## config.mk

```make
export PLATFORM = sky130hd
export DESIGN_NAME = serial_adder
export DESIGN_NICKNAME = d
export VERILOG_FILES = /design/src/rtl/serial_adder.sv
export SDC_FILE = /design/constraint.sdc
export NUM_CORES = 1
export LEC_CHECK = 0
export CAP_MARGIN = 40
export CORE_UTILIZATION = 29
export DETAILED_ROUTE_END_ITERATION = 16
export PLACE_DENSITY_LB_ADDON = 0.25
export SETUP_SLACK_MARGIN = 0.2
export SYNTH_ARGS = -nofsm -noshare
export SYNTH_HDL_FRONTEND = slang
export SYNTH_SLANG_ARGS = --single-unit
export TNS_END_PERCENT = 5
```

## constraint.sdc

```tcl
create_clock -name clk -period 3.14 [get_ports clk]
set_input_delay 0.314 -clock clk [delete_from_list [all_inputs] [get_ports clk]]
set_output_delay 0.314 -clock clk [all_outputs]
set_load 0.05 [all_outputs]
```

## src/rtl/serial_adder.sv

```systemverilog
// serial_adder: bit-serial ripple adder built from one full-adder slice and a carry flop.
// Adds two WIDTH-bit operands LSB first, one bit per clock, then pulses done.
//
// Optional feature: define SERIAL_ADDER_SUB_EN to add the sub input (a - b mod 2^WIDTH).
//
// Ports:
//   clk    rising-edge clock
//   rst    synchronous active-high reset
//   start  request, sampled only in IDLE
//   a, b   operands, latched when start is accepted
//   cin    carry-in, latched when start is accepted
//   sub    subtract request (only with SERIAL_ADDER_SUB_EN)
//   busy   high while bits are being processed
//   done   one-cycle completion pulse
//   sum    result, holds the last completed value
//   cout   final carry, holds the last completed value
module serial_adder #(
    parameter int unsigned WIDTH = 8
) (
    input  logic             clk,
    input  logic             rst,
    input  logic             start,
    input  logic [WIDTH-1:0] a,
    input  logic [WIDTH-1:0] b,
    input  logic             cin,
`ifdef SERIAL_ADDER_SUB_EN
    input  logic             sub,
`endif
    output logic             busy,
    output logic             done,
    output logic [WIDTH-1:0] sum,
    output logic             cout
);

    localparam int unsigned CntW = (WIDTH > 1) ? $clog2(WIDTH) : 1;

    typedef enum logic [1:0] {
        StIdle,
        StRun,
        StDone
    } state_e;

    state_e           state_q, state_d;
    logic [CntW-1:0]  cnt_q, cnt_d;
    logic [WIDTH-1:0] a_sh_q, a_sh_d;
    logic [WIDTH-1:0] b_sh_q, b_sh_d;
    // Holds the low WIDTH-1 result bits; the MSB comes straight from the adder on the
    // completion edge.
    logic [WIDTH-2:0] res_q, res_d;
    logic             c_q, c_d;
    logic [WIDTH-1:0] sum_q, sum_d;
    logic             cout_q, cout_d;

    logic             fa_s, fa_c;
    logic [WIDTH-1:0] b_in;
    logic             c_in;

    // Full-adder slice on the current LSBs.
    assign fa_s = a_sh_q[0] ^ b_sh_q[0] ^ c_q;
    assign fa_c = (a_sh_q[0] & b_sh_q[0]) | (a_sh_q[0] & c_q) | (b_sh_q[0] & c_q);

    // Operand conditioning at latch time: subtract is a + ~b + 1.
    always_comb begin
        b_in = b;
        c_in = cin;
`ifdef SERIAL_ADDER_SUB_EN
        if (sub) begin
            b_in = ~b;
            c_in = 1'b1;
        end
`endif
    end

    always_comb begin
        state_d = state_q;
        cnt_d   = cnt_q;
        a_sh_d  = a_sh_q;
        b_sh_d  = b_sh_q;
        res_d   = res_q;
        c_d     = c_q;
        sum_d   = sum_q;
        cout_d  = cout_q;

        case (state_q)
            StIdle: begin
                if (start) begin
                    state_d = StRun;
                    a_sh_d  = a;
                    b_sh_d  = b_in;
                    c_d     = c_in;
                    cnt_d   = '0;
                end
            end
            StRun: begin
                a_sh_d            = a_sh_q >> 1;
                b_sh_d            = b_sh_q >> 1;
                c_d               = fa_c;
                cnt_d             = cnt_q + CntW'(1);
                res_d             = res_q >> 1;
                res_d[WIDTH-2]    = fa_s;
                if (cnt_q == CntW'(WIDTH - 1)) begin
                    state_d = StDone;
                    sum_d   = {fa_s, res_q};
                    cout_d  = fa_c;
                end
            end
            StDone: begin
                state_d = StIdle;
            end
            default: begin
                state_d = StIdle;
            end
        endcase
    end

    always_ff @(posedge clk) begin
        if (rst) begin
            state_q <= StIdle;
            cnt_q   <= '0;
            a_sh_q  <= '0;
            b_sh_q  <= '0;
            res_q   <= '0;
            c_q     <= 1'b0;
            sum_q   <= '0;
            cout_q  <= 1'b0;
        end else begin
            state_q <= state_d;
            cnt_q   <= cnt_d;
            a_sh_q  <= a_sh_d;
            b_sh_q  <= b_sh_d;
            res_q   <= res_d;
            c_q     <= c_d;
            sum_q   <= sum_d;
            cout_q  <= cout_d;
        end
    end

    assign busy = (state_q == StRun);
    assign done = (state_q == StDone);
    assign sum  = sum_q;
    assign cout = cout_q;

endmodule

```

# [Yosys cells after proc, flatten, opt, wreduce, memory -nomap -nowiden]
# Index checks and enable logic that the tools add are counted.
[op_classes] n_addsub=1 n_eq_ne=5 mux=11 n_bitwise=7 reduce_logical=5
[op_table] operator="$pmux 8 s2" n=2
[op_table] operator="$mux 8" n=2
[op_table] operator="$pmux 3 s2" n=1
[op_table] operator="$reduce_and 2->1" n=3
[op_table] operator="$mux 2" n=2
[op_table] operator="$pmux 2 s2" n=1
[op_table] operator="$add 3x1->3 const B" n=1
[op_table] operator="$and 1x1->1" n=3
[op_table] operator="$eq 3x3->1 const B" n=1
[op_table] operator="$mux 3" n=1
[op_table] operator="$eq 2x1->1 const B" n=1
[op_table] operator="$eq 2x2->1 const B" n=1
[op_table] operator="$logic_not 2->1" n=1
[op_table] operator="$ne 2x1->1 const B" n=1
[op_table] operator="$ne 2x2->1 const B" n=1
[op_table] operator="$or 1x1->1" n=2
[op_table] operator="$pmux 1 s2" n=1
[op_table] operator="$reduce_bool 2->1" n=1
[op_table] operator="$xor 1x1->1" n=2
[op_table] operator="$mux 1" n=1
[word_totals] ff_bits=38 output_inout_bits=11 elab_cells=37

# [Depth between registers and ports, before layout]
# Gate-level depths: netlist of run 1.
[depth] word_depth=4 mapped_depth=7

# [Worst setup path before layout of run 1]
# Ideal clock, no wire load.
[synth_path] kind="register to output" start="reg state_q[0]" end="out done" t_arrival_ps=1262 required_ps=2826 slack_ps=1564 stages_incl_launch_ff=4 path_cell_list="dfxtp_1 -> buf_2 -> buf_6 -> nor2b_1"
[synth_between] elab_chain_cells=1
[synth_rtl] element="from (decl)" line="43" source="state_e state_q, state_d;"
[synth_rtl] element="from (signal assigned)" line="118" source="state_q <= StIdle;"
[synth_rtl] element="from (signal assigned)" line="127" source="state_q <= state_d;"
[synth_rtl] element="$eq 2x2->1" line="139" source="assign done = (state_q == StDone);"
[synth_rtl] element="to (decl)" line="30" source="output logic done,"
# No other way between the ends.

# [Worst setup path in the final report of run 1]
# Same ends and word-level chain as after synthesis.

==> results of run 1 <==
## cells in the final DEF, fill, tap and decap left out
master	instances
clkinv_2	2
nor3_1	1
clkbuf_8	5
o21bai_2	1
nand3b_2	1
nor2b_1	1
a22oi_1	4
nor3b_1	1
nand2_1	32
fa_1	1
inv_4	1
mux2i_1	16
nand2b_1	1
buf_4	3
nor2_1	21
dfxtp_1	38
a211oi_1	15
inv_1	1
o21ba_4	1
and3b_2	1
a211oi_2	1
clkdlybuf4s50_1	29
ha_1	2
a21oi_1	16
## per-stage QoR
stage | instances | area, um2
2_1_floorplan | 169 | 1585
6_report | 265 | 1963
3_5_place_dp | 258 | 1884
3_3_place_gp | 258 | 1884
4_1_cts | 265 | 1963
5_1_grt | 265 | 1963
## worst max-delay path, delay by kind of cell, from the launching register on
kind          cells  cell delay [ns]
simple gates      1             0.20
flops             1             0.46
buf+inv           1             0.82
## metal layers
metal	part of all wire	up-vias	track usage
met1	0.54	529	0.1465
met3	0.043	7	0.03133
met5	0	-	0
li1	-	634	-
met2	0.40	32	0.1636
met4	0.017	0	0.05192
## flip-flops by register name (all words and copies together), names as in the netlist
register	flops
res_q	7
cout	1
state_q	2
sum	8
c_q	1
a_sh_q	8
b_sh_q	8
cnt_q	3
## cells by family after synthesis
kind of cell	share of synthesized area
and+or+nand+nor	0.1547
muxes	0.1010
DFF	0.4799
buffers and inverters	0.07024
adders and majority gates	0.02841
AOI/OAI and AO/OA	0.1658
## layout make-up
class | count | area [um2]
timing repair buffer | 32 | 312.8
multi-input combinational | 116 | 713.2
clock inverter | 2 | 10.01
sequential | 38 | 760.7
clock buffer | 5 | 68.82
tap | 70 | 87.58
fill | 552 | 3209
inverter | 2 | 10.01
## worst paths after layout
| kind | from | end | slack, ns | cells past startpoint |
|---|---|---|---|---|
| setup / recovery | state_q[0] | done | 1.06 | 2 |
| hold reg to reg | sum[3] | sum[3] | 0.45 | 2 |
| hold / removal | sum[3] | sum[3] | 0.45 | 2 |
| setup reg to reg | state_q[0] | b_sh_q[4] | 1.66 | 3 |
## report_power, final
group          switching (W)  internal, W  leakage, nW  total (W)
logic              0.0000537    0.0000557        0.366   0.000109
registers          0.0000158     0.000505        0.311   0.000521
clock network       0.000166     0.000149       0.0438   0.000315
total               0.000235     0.000709        0.721   0.000945
==> reports/results.tsv, run 1 <==
metric	value	unit
status	finished clean	
grt_setup_unrepaired	no	
synth.most_common_cell	dfxtp_1	
slowest_stage	clkdlybuf4s50_1	
vias_per_cell	4.536	
cts_tree	done	
finalPower	0.0009446	W
hold_class	reg2reg	
grt_pass1_vias	1137	
final.setup_skew	0.004658	ns
ctsResizeCount	0	
ctsHtreeMaxLevel	2	
num_antenna_cells	0	
ys_types	24	
slew_headroom	0.6704	
cts_made_buffers	5	
drive_gt1_frac	0.08205	
min_period_over_period	0.6619	
grt.overflow.total	0	
fin_nets	218	
layout-area-overhead-vs-synth	23.84	%
finalWirelength	2931	um
syn_avg_cell_area	9.380	um2
synth_area_leader_cell	dfxtp_1	
arrival	1.76	ns
grt_pass1_wl	5085	um
synth_area	0.001585	mm2
gp_congestion	0.6680	
fin_crit	2.079	ns
worst_setup_hold_path_clk_slew	0.07	ns
synth_top_area_share	0.4799	
yosysWarnings	0	
track_usage	0.1101	
finalWorstSetupSlack	1.062	ns
slew_viol_final	0	
drc	0	
async_reset_ff_frac	0	
grt_max_degree	39	
hold_viol	0	
yosys_most_used_dff	dfxtp_1	
ios	31	
cp-end-kind	output port	
ir_worst_vdd	223.4	uV
cts_sinks	38	
finalSetupViolCount	0	
dp_hpwl	1934	um
ctsHoldBuffers	0	
p_leak	0.7212	nW
hold_slack	0.4526	ns
wl_per_cell	11.06	um
maxCapViolCount	0	
ys_seq_elements	38	
core	0.005172	mm2
syn-num-nets	192	
ys_top_cells_by_count	dfxtp_1 (38), nand2_1 (32), nor2_1 (21)	
drt_iter0_drc	18	
tns	0	ns
tightest_slew	0.4928	ns
die_x	75.94	um
die_h	75.94	um
insertion_delay	0.29	ns
antenna_found_initial	0	
power_density	481.2	mW/mm2
worst-path-max-fanout	11	
critical_path_class	reg2out	
cts_setup_buffers	0	
start_kind	register	
place_ws	1.394	ns
worstPathRequired	2.83	ns
clock.fmax	481.1	MHz
die-area	0.005766	mm2
slowest_delay	0.82	ns
num_rows	26	
synth.area.top_cells	dfxtp_1 (48%), mux2i_1 (10%), nand2_1 (7.6%)	
path_cells	nor2b_1, clkdlybuf4s50_1	
ant_nets	0	
synthCells	169	
postLayoutCoreUtil	0.3795	
cts_root_buffer	clkbuf_8	
synth_seq_area_share	0.4799	
cts_max_path_buffers	2	
num_vias	1202	
start_util	0.3065	
dr.pass1.iters	4	
numPortBuffers	30	
synth_edf_count	0	
No activity file was read; power rests on OpenSTA's default activity.
==> inputs of run 2 (changes only) <==
==> constraint.sdc (replaced) <==
create_clock -name clk -period 2 [get_ports clk]
set_input_delay 0.2 -clock clk [delete_from_list [all_inputs] [get_ports clk]]
set_output_delay 0.2 -clock clk [all_outputs]
set_load 0.05 [all_outputs]
==> run 2 against run 1 <==
- register-to-register slack got worse by 1.0 ns
- sequential share of layout area is 0.42 points lower
- setup slack worse by 0.74 ns
- highest routed layer unchanged
==> reports/results.tsv, run 2 (synthesized netlist as in run 1, its figures left out) <==
metric	value	unit
track_usage	0.1076	
vias_per_cell	4.543	
num_vias	1204	
numPortBuffers	30	
layout-area-overhead-vs-synth	25.18	%
drive_gt1_frac	0.08718	
grt_pass1_wl	4961	um
r2r_slack	0.65	ns
gp_congestion	0.6869	
wl_per_cell	10.73	um
slew_headroom	0.6726	
path_cells	nand2b_1, inv_4, buf_12	
fin_nets	219	
grt.overflow.total	0	
min_period_over_period	0.8398	
antenna_found_initial	0	
cp-end-kind	output port	
cts_setup_buffers	0	
start_util	0.3065	
slowest_stage	dfxtp_1	
hold_slack	0.4537	ns
final_common_cell	dfxtp_1	
die_x	75.94	um
drc	0	
fillers	537	
cts_root_buffer	clkbuf_8	
power_density	758.6	mW/mm2
p_leak	0.7316	nW
critical_path_class	reg2out	
grt_use_met1	0.1401	
insertion_delay	0.28	ns
finalWirelength	2843	um
ir_worst_vdd	344.4	uV
core	0.005172	mm2
ctsHoldBuffers	0	
ant_nets	0	
hold_viol	0	
cts_made_buffers	5	
tightest_slew	0.4895	ns
clock.fmax	595.4	MHz
cts_max_path_buffers	2	
worst-path-max-fanout	11	
grt_setup_unrepaired	no	
num_antenna_cells	0	
finalInstanceArea	0.001984	mm2
final_cell_mix	dfxtp_1 (38), nand2_1 (32), clkdlybuf4s50_1 (28), nor2_1 (21)	
fin_crit	1.680	ns
maxCapViolCount	0	
arrival	1.48	ns
cts_sinks	38	
tns	0	ns
drt_iter0_drc	59	
status	finished clean	
cts_tree	done	
ctsHtreeMaxLevel	2	
slew_viol_final	0	
ios	31	
worst_setup_hold_path_clk_slew	0.07	ns
start_kind	register	
dp_hpwl	1940	um
grt_max_degree	39	
use_met2	0.1600	
top_usage_layer	met2	
slowest_delay	0.52	ns
final.setup_skew	0.003767	ns
worstPathRequired	1.80	ns
num_rows	26	
die_h	75.94	um
met3_usage	0.03855	
grt_pass1_vias	1119	
dpl_cell_area	0.001902	mm2
dr.pass1.iters	4	
hold_class	reg2reg	
ctsResizeCount	0	
die-area	0.005766	mm2
finalSetupViolCount	0	
run 2: cell types whose count changed in the layout (fill, tap and decap cells not counted), sizes merged:
cell           delta
clkbuf            +1
clkdlybuf4s50     -1
buf               +2
clkinv            -2
run 2: where the power goes:
part | switching, W | leakage [nW] | internal, W
Sequential | 0.0000235 | 0.311 | 0.000793
Clock | 0.000246 | 0.0431 | 0.000266
Combinational | 0.0000851 | 0.378 | 0.0000923
Total | 0.000354 | 0.732 | 0.00115
run 2: final timing paths:
check,endpoint,cells after the start,start
max reg2reg,cnt_q[0],4,state_q[0]
max,busy,3,state_q[0]
min reg2reg,sum[3],2,sum[3]
min,sum[3],2,sum[3]
run 2: through the flow:
step / utilization / instances / power [W] / worst slack, ns
2_1_floorplan: - / 169 / 0.0009598 / 0.5382
3_3_place_gp: 0.3677 / 259 / 0.001012 / 0.4720
3_5_place_dp: 0.3677 / 259 / 0.001013 / 0.4570
4_1_cts: 0.3836 / 265 / 0.001523 / 0.2972
5_1_grt: 0.3836 / 265 / 0.001585 / 0.2161
6_report: 0.3836 / 265 / 0.001505 / 0.3205
run 2: cell type report:
class                   count  area, um2  area share
repair buffers             33      330.3      0.1665
inverters                   2      10.01    0.005044
multi-input cells         116      713.2      0.3594
clock buffers               6      82.58     0.04161
flip-flops and latches     38      760.7      0.3834
well taps                  70      87.58     0.04414
run 2: layer usage:
metal  up-vias  routed length (um)
li1        635                   -
met1       528                1460
met2        35                1157
met3         6                 182
met4         0                  43
met5         -                   0
run 2: worst max-delay path, delay by kind of cell, from the launching register on:
family                 cells  cell delay (ns)
AND/OR/NAND/NOR            1             0.29
buffers and inverters      2             0.38
flip-flops                 1             0.52
==> inputs of run 3 (changes only) <==
==> constraint.sdc (replaced) <==
create_clock -name clk -period 1.5 [get_ports clk]
set_input_delay 0.15 -clock clk [delete_from_list [all_inputs] [get_ports clk]]
set_output_delay 0.15 -clock clk [all_outputs]
set_load 0.05 [all_outputs]
==> run 3 against run 2 <==
- sequential cell count stayed put
- count of clock-buffer cells in the layout grew 1
- wire length is 15% higher
- total power up 38%
- core utilization is 1.6 points higher
- cell area grew 4.1%
- first-iteration DRC count rose by 8.5%
- worst hold slack gained 0.0022 ns
- final cell count up 3.0%
- non-clock buffer count rose by 4
- register-to-register slack worse by 0.43 ns
==> reports/results.tsv, run 3 (synthesized netlist as in run 1, its figures left out) <==
metric	value	unit
grt_use_met1	0.1490	
insertion_delay	0.29	ns
status	finished clean	
fin_nets	225	
timing.rr.start	cnt_q[0]	
start_util	0.3065	
worst-r2r-cell-count	5	
ir_worst_vdd	426.0	uV
cts_tree	done	
worst-path-max-fanout	9	
die_h	75.94	um
hold_slack	0.4559	ns
finalWirelength	3267	um
cts_max_path_buffers	2	
ios	31	
place_inst	262	
worstPathRequired	1.35	ns
ctsHtreeMaxLevel	2	
worstHoldEndpoint	sum[3]	
final_cell_mix	dfxtp_1 (36), nand2_1 (32), nor2_1 (21), clkdlybuf4s50_1 (19)	
wl_per_cell	11.97	um
min_period_over_period	0.8681	
min-delay-start	sum[3]	
p_sw_frac	0.2453	
grt_max_degree	39	
slew_headroom	0.7464	
maxCapViolCount	0	
postLayoutCoreUtil	0.3994	
grt_setup_unrepaired	yes	
top_usage_layer	met2	
hold_viol	0	
tns	0	ns
worst_setup_hold_path_clk_slew	0.07	ns
cts_sinks	38	
ctsHoldBuffers	0	
layout-area-overhead-vs-synth	30.31	%
hold_class	reg2reg	
finalSetupViolCount	0	
numPortBuffers	30	
power_density	1004	mW/mm2
holdPathStages	2	
num_rows	26	
drt_iter0_drc	64	
num_vias	1262	
antenna_found_initial	0	
num_antenna_cells	0	
start_kind	register	
slew_viol_final	0	
tightest_slew	0.3804	ns
track_usage	0.1184	
cts_root_buffer	clkbuf_8	
met3_usage	0.03494	
clkPwrFrac	0.349	
p_sw	0.0005090	W
grt.overflow.total	0	
ant_nets	0	
p_leak	0.8124	nW
grt_pass1_vias	1204	
arrival	1.15	ns
pwr-share-seq	0.525	
drc	0	
crit_start	state_q[0]	
final.setup_skew	0.003351	ns
r2r_end	sum[1]	
final_common_cell	dfxtp_1	
place_ws	0.08031	ns
critical_path_class	reg2out	
die_x	75.94	um
vias_per_cell	4.623	
use_met2	0.1791	
die-area	0.005766	mm2
cp-end-kind	output port	
finalWorstSetupSlack	0.1979	ns
p_int	0.001566	W
fin_crit	1.302	ns
gp_congestion	0.6604	
p_comb_frac	0.126	
dp_hpwl	1958	um
fin_cells	273	
clock.fmax	768.0	MHz
grt_pass1_wl	5395	um
r2r_slack	0.22	ns
dr.pass1.iters	4	
core	0.005172	mm2
cts_made_buffers	5	
drive_gt1_frac	0.1823	
## run 3: layer usage
metal  routed length, um  part of all wire
met5                   0                 0
met4                  78             0.024
met3                 150             0.046
met2                1445              0.44
met1                1592              0.49
## run 3: cell type report
cell class,count,area (um2)
Multi-Input combinational cell,118,757.0
Inverter,2,10.01
Sequential cell,38,765.7
Tap cell,70,87.58
Fill cell,549,3107
Timing Repair Buffer,37,354.1
Clock inverter,1,5.005
Clock buffer,7,86.33
## run 3: what timing repair did
item	CTS	global route
gates cloned	1	1
buffers inserted	1	0
endpoints found under the setup margin	14	22
gates resized for setup	6	2
## run 3: worst max-delay path: stages, from the launching register on
cell	delay, ns
dfxtp_4	0.39
buf_6	0.16
nor2b_2	0.11
buf_4	0.20
## run 3: worst max path at each step
stage | slack, ns | depth (start not counted) | end
2_1_floorplan | 0.20 | 6 | sum[1]
3_3_place_gp | 0.10 | 4 | b_sh_q[5]
3_5_place_dp | 0.08 | 4 | b_sh_q[5]
4_1_cts | 0.19 | 5 | sum[1]
5_1_grt | 0.12 | 5 | cout
6_report | 0.20 | 3 | done
## run 3: power groups by stage
stage	registers, W	logic, W	clock network [W]
2_1_floorplan	0.00110	0.000180	0
3_3_place_gp	0.00111	0.000251	0
3_5_place_dp	0.00111	0.000252	0
4_1_cts	0.00109	0.000258	0.000758
5_1_grt	0.00110	0.000287	0.000796
6_report	0.00109	0.000261	0.000724
## run 3: per-stage QoR
stage	power, W	area, um2
2_1_floorplan	0.001280	1588
3_3_place_gp	0.001361	1917
3_5_place_dp	0.001364	1917
4_1_cts	0.002105	2044
5_1_grt	0.002179	2066
6_report	0.002075	2066
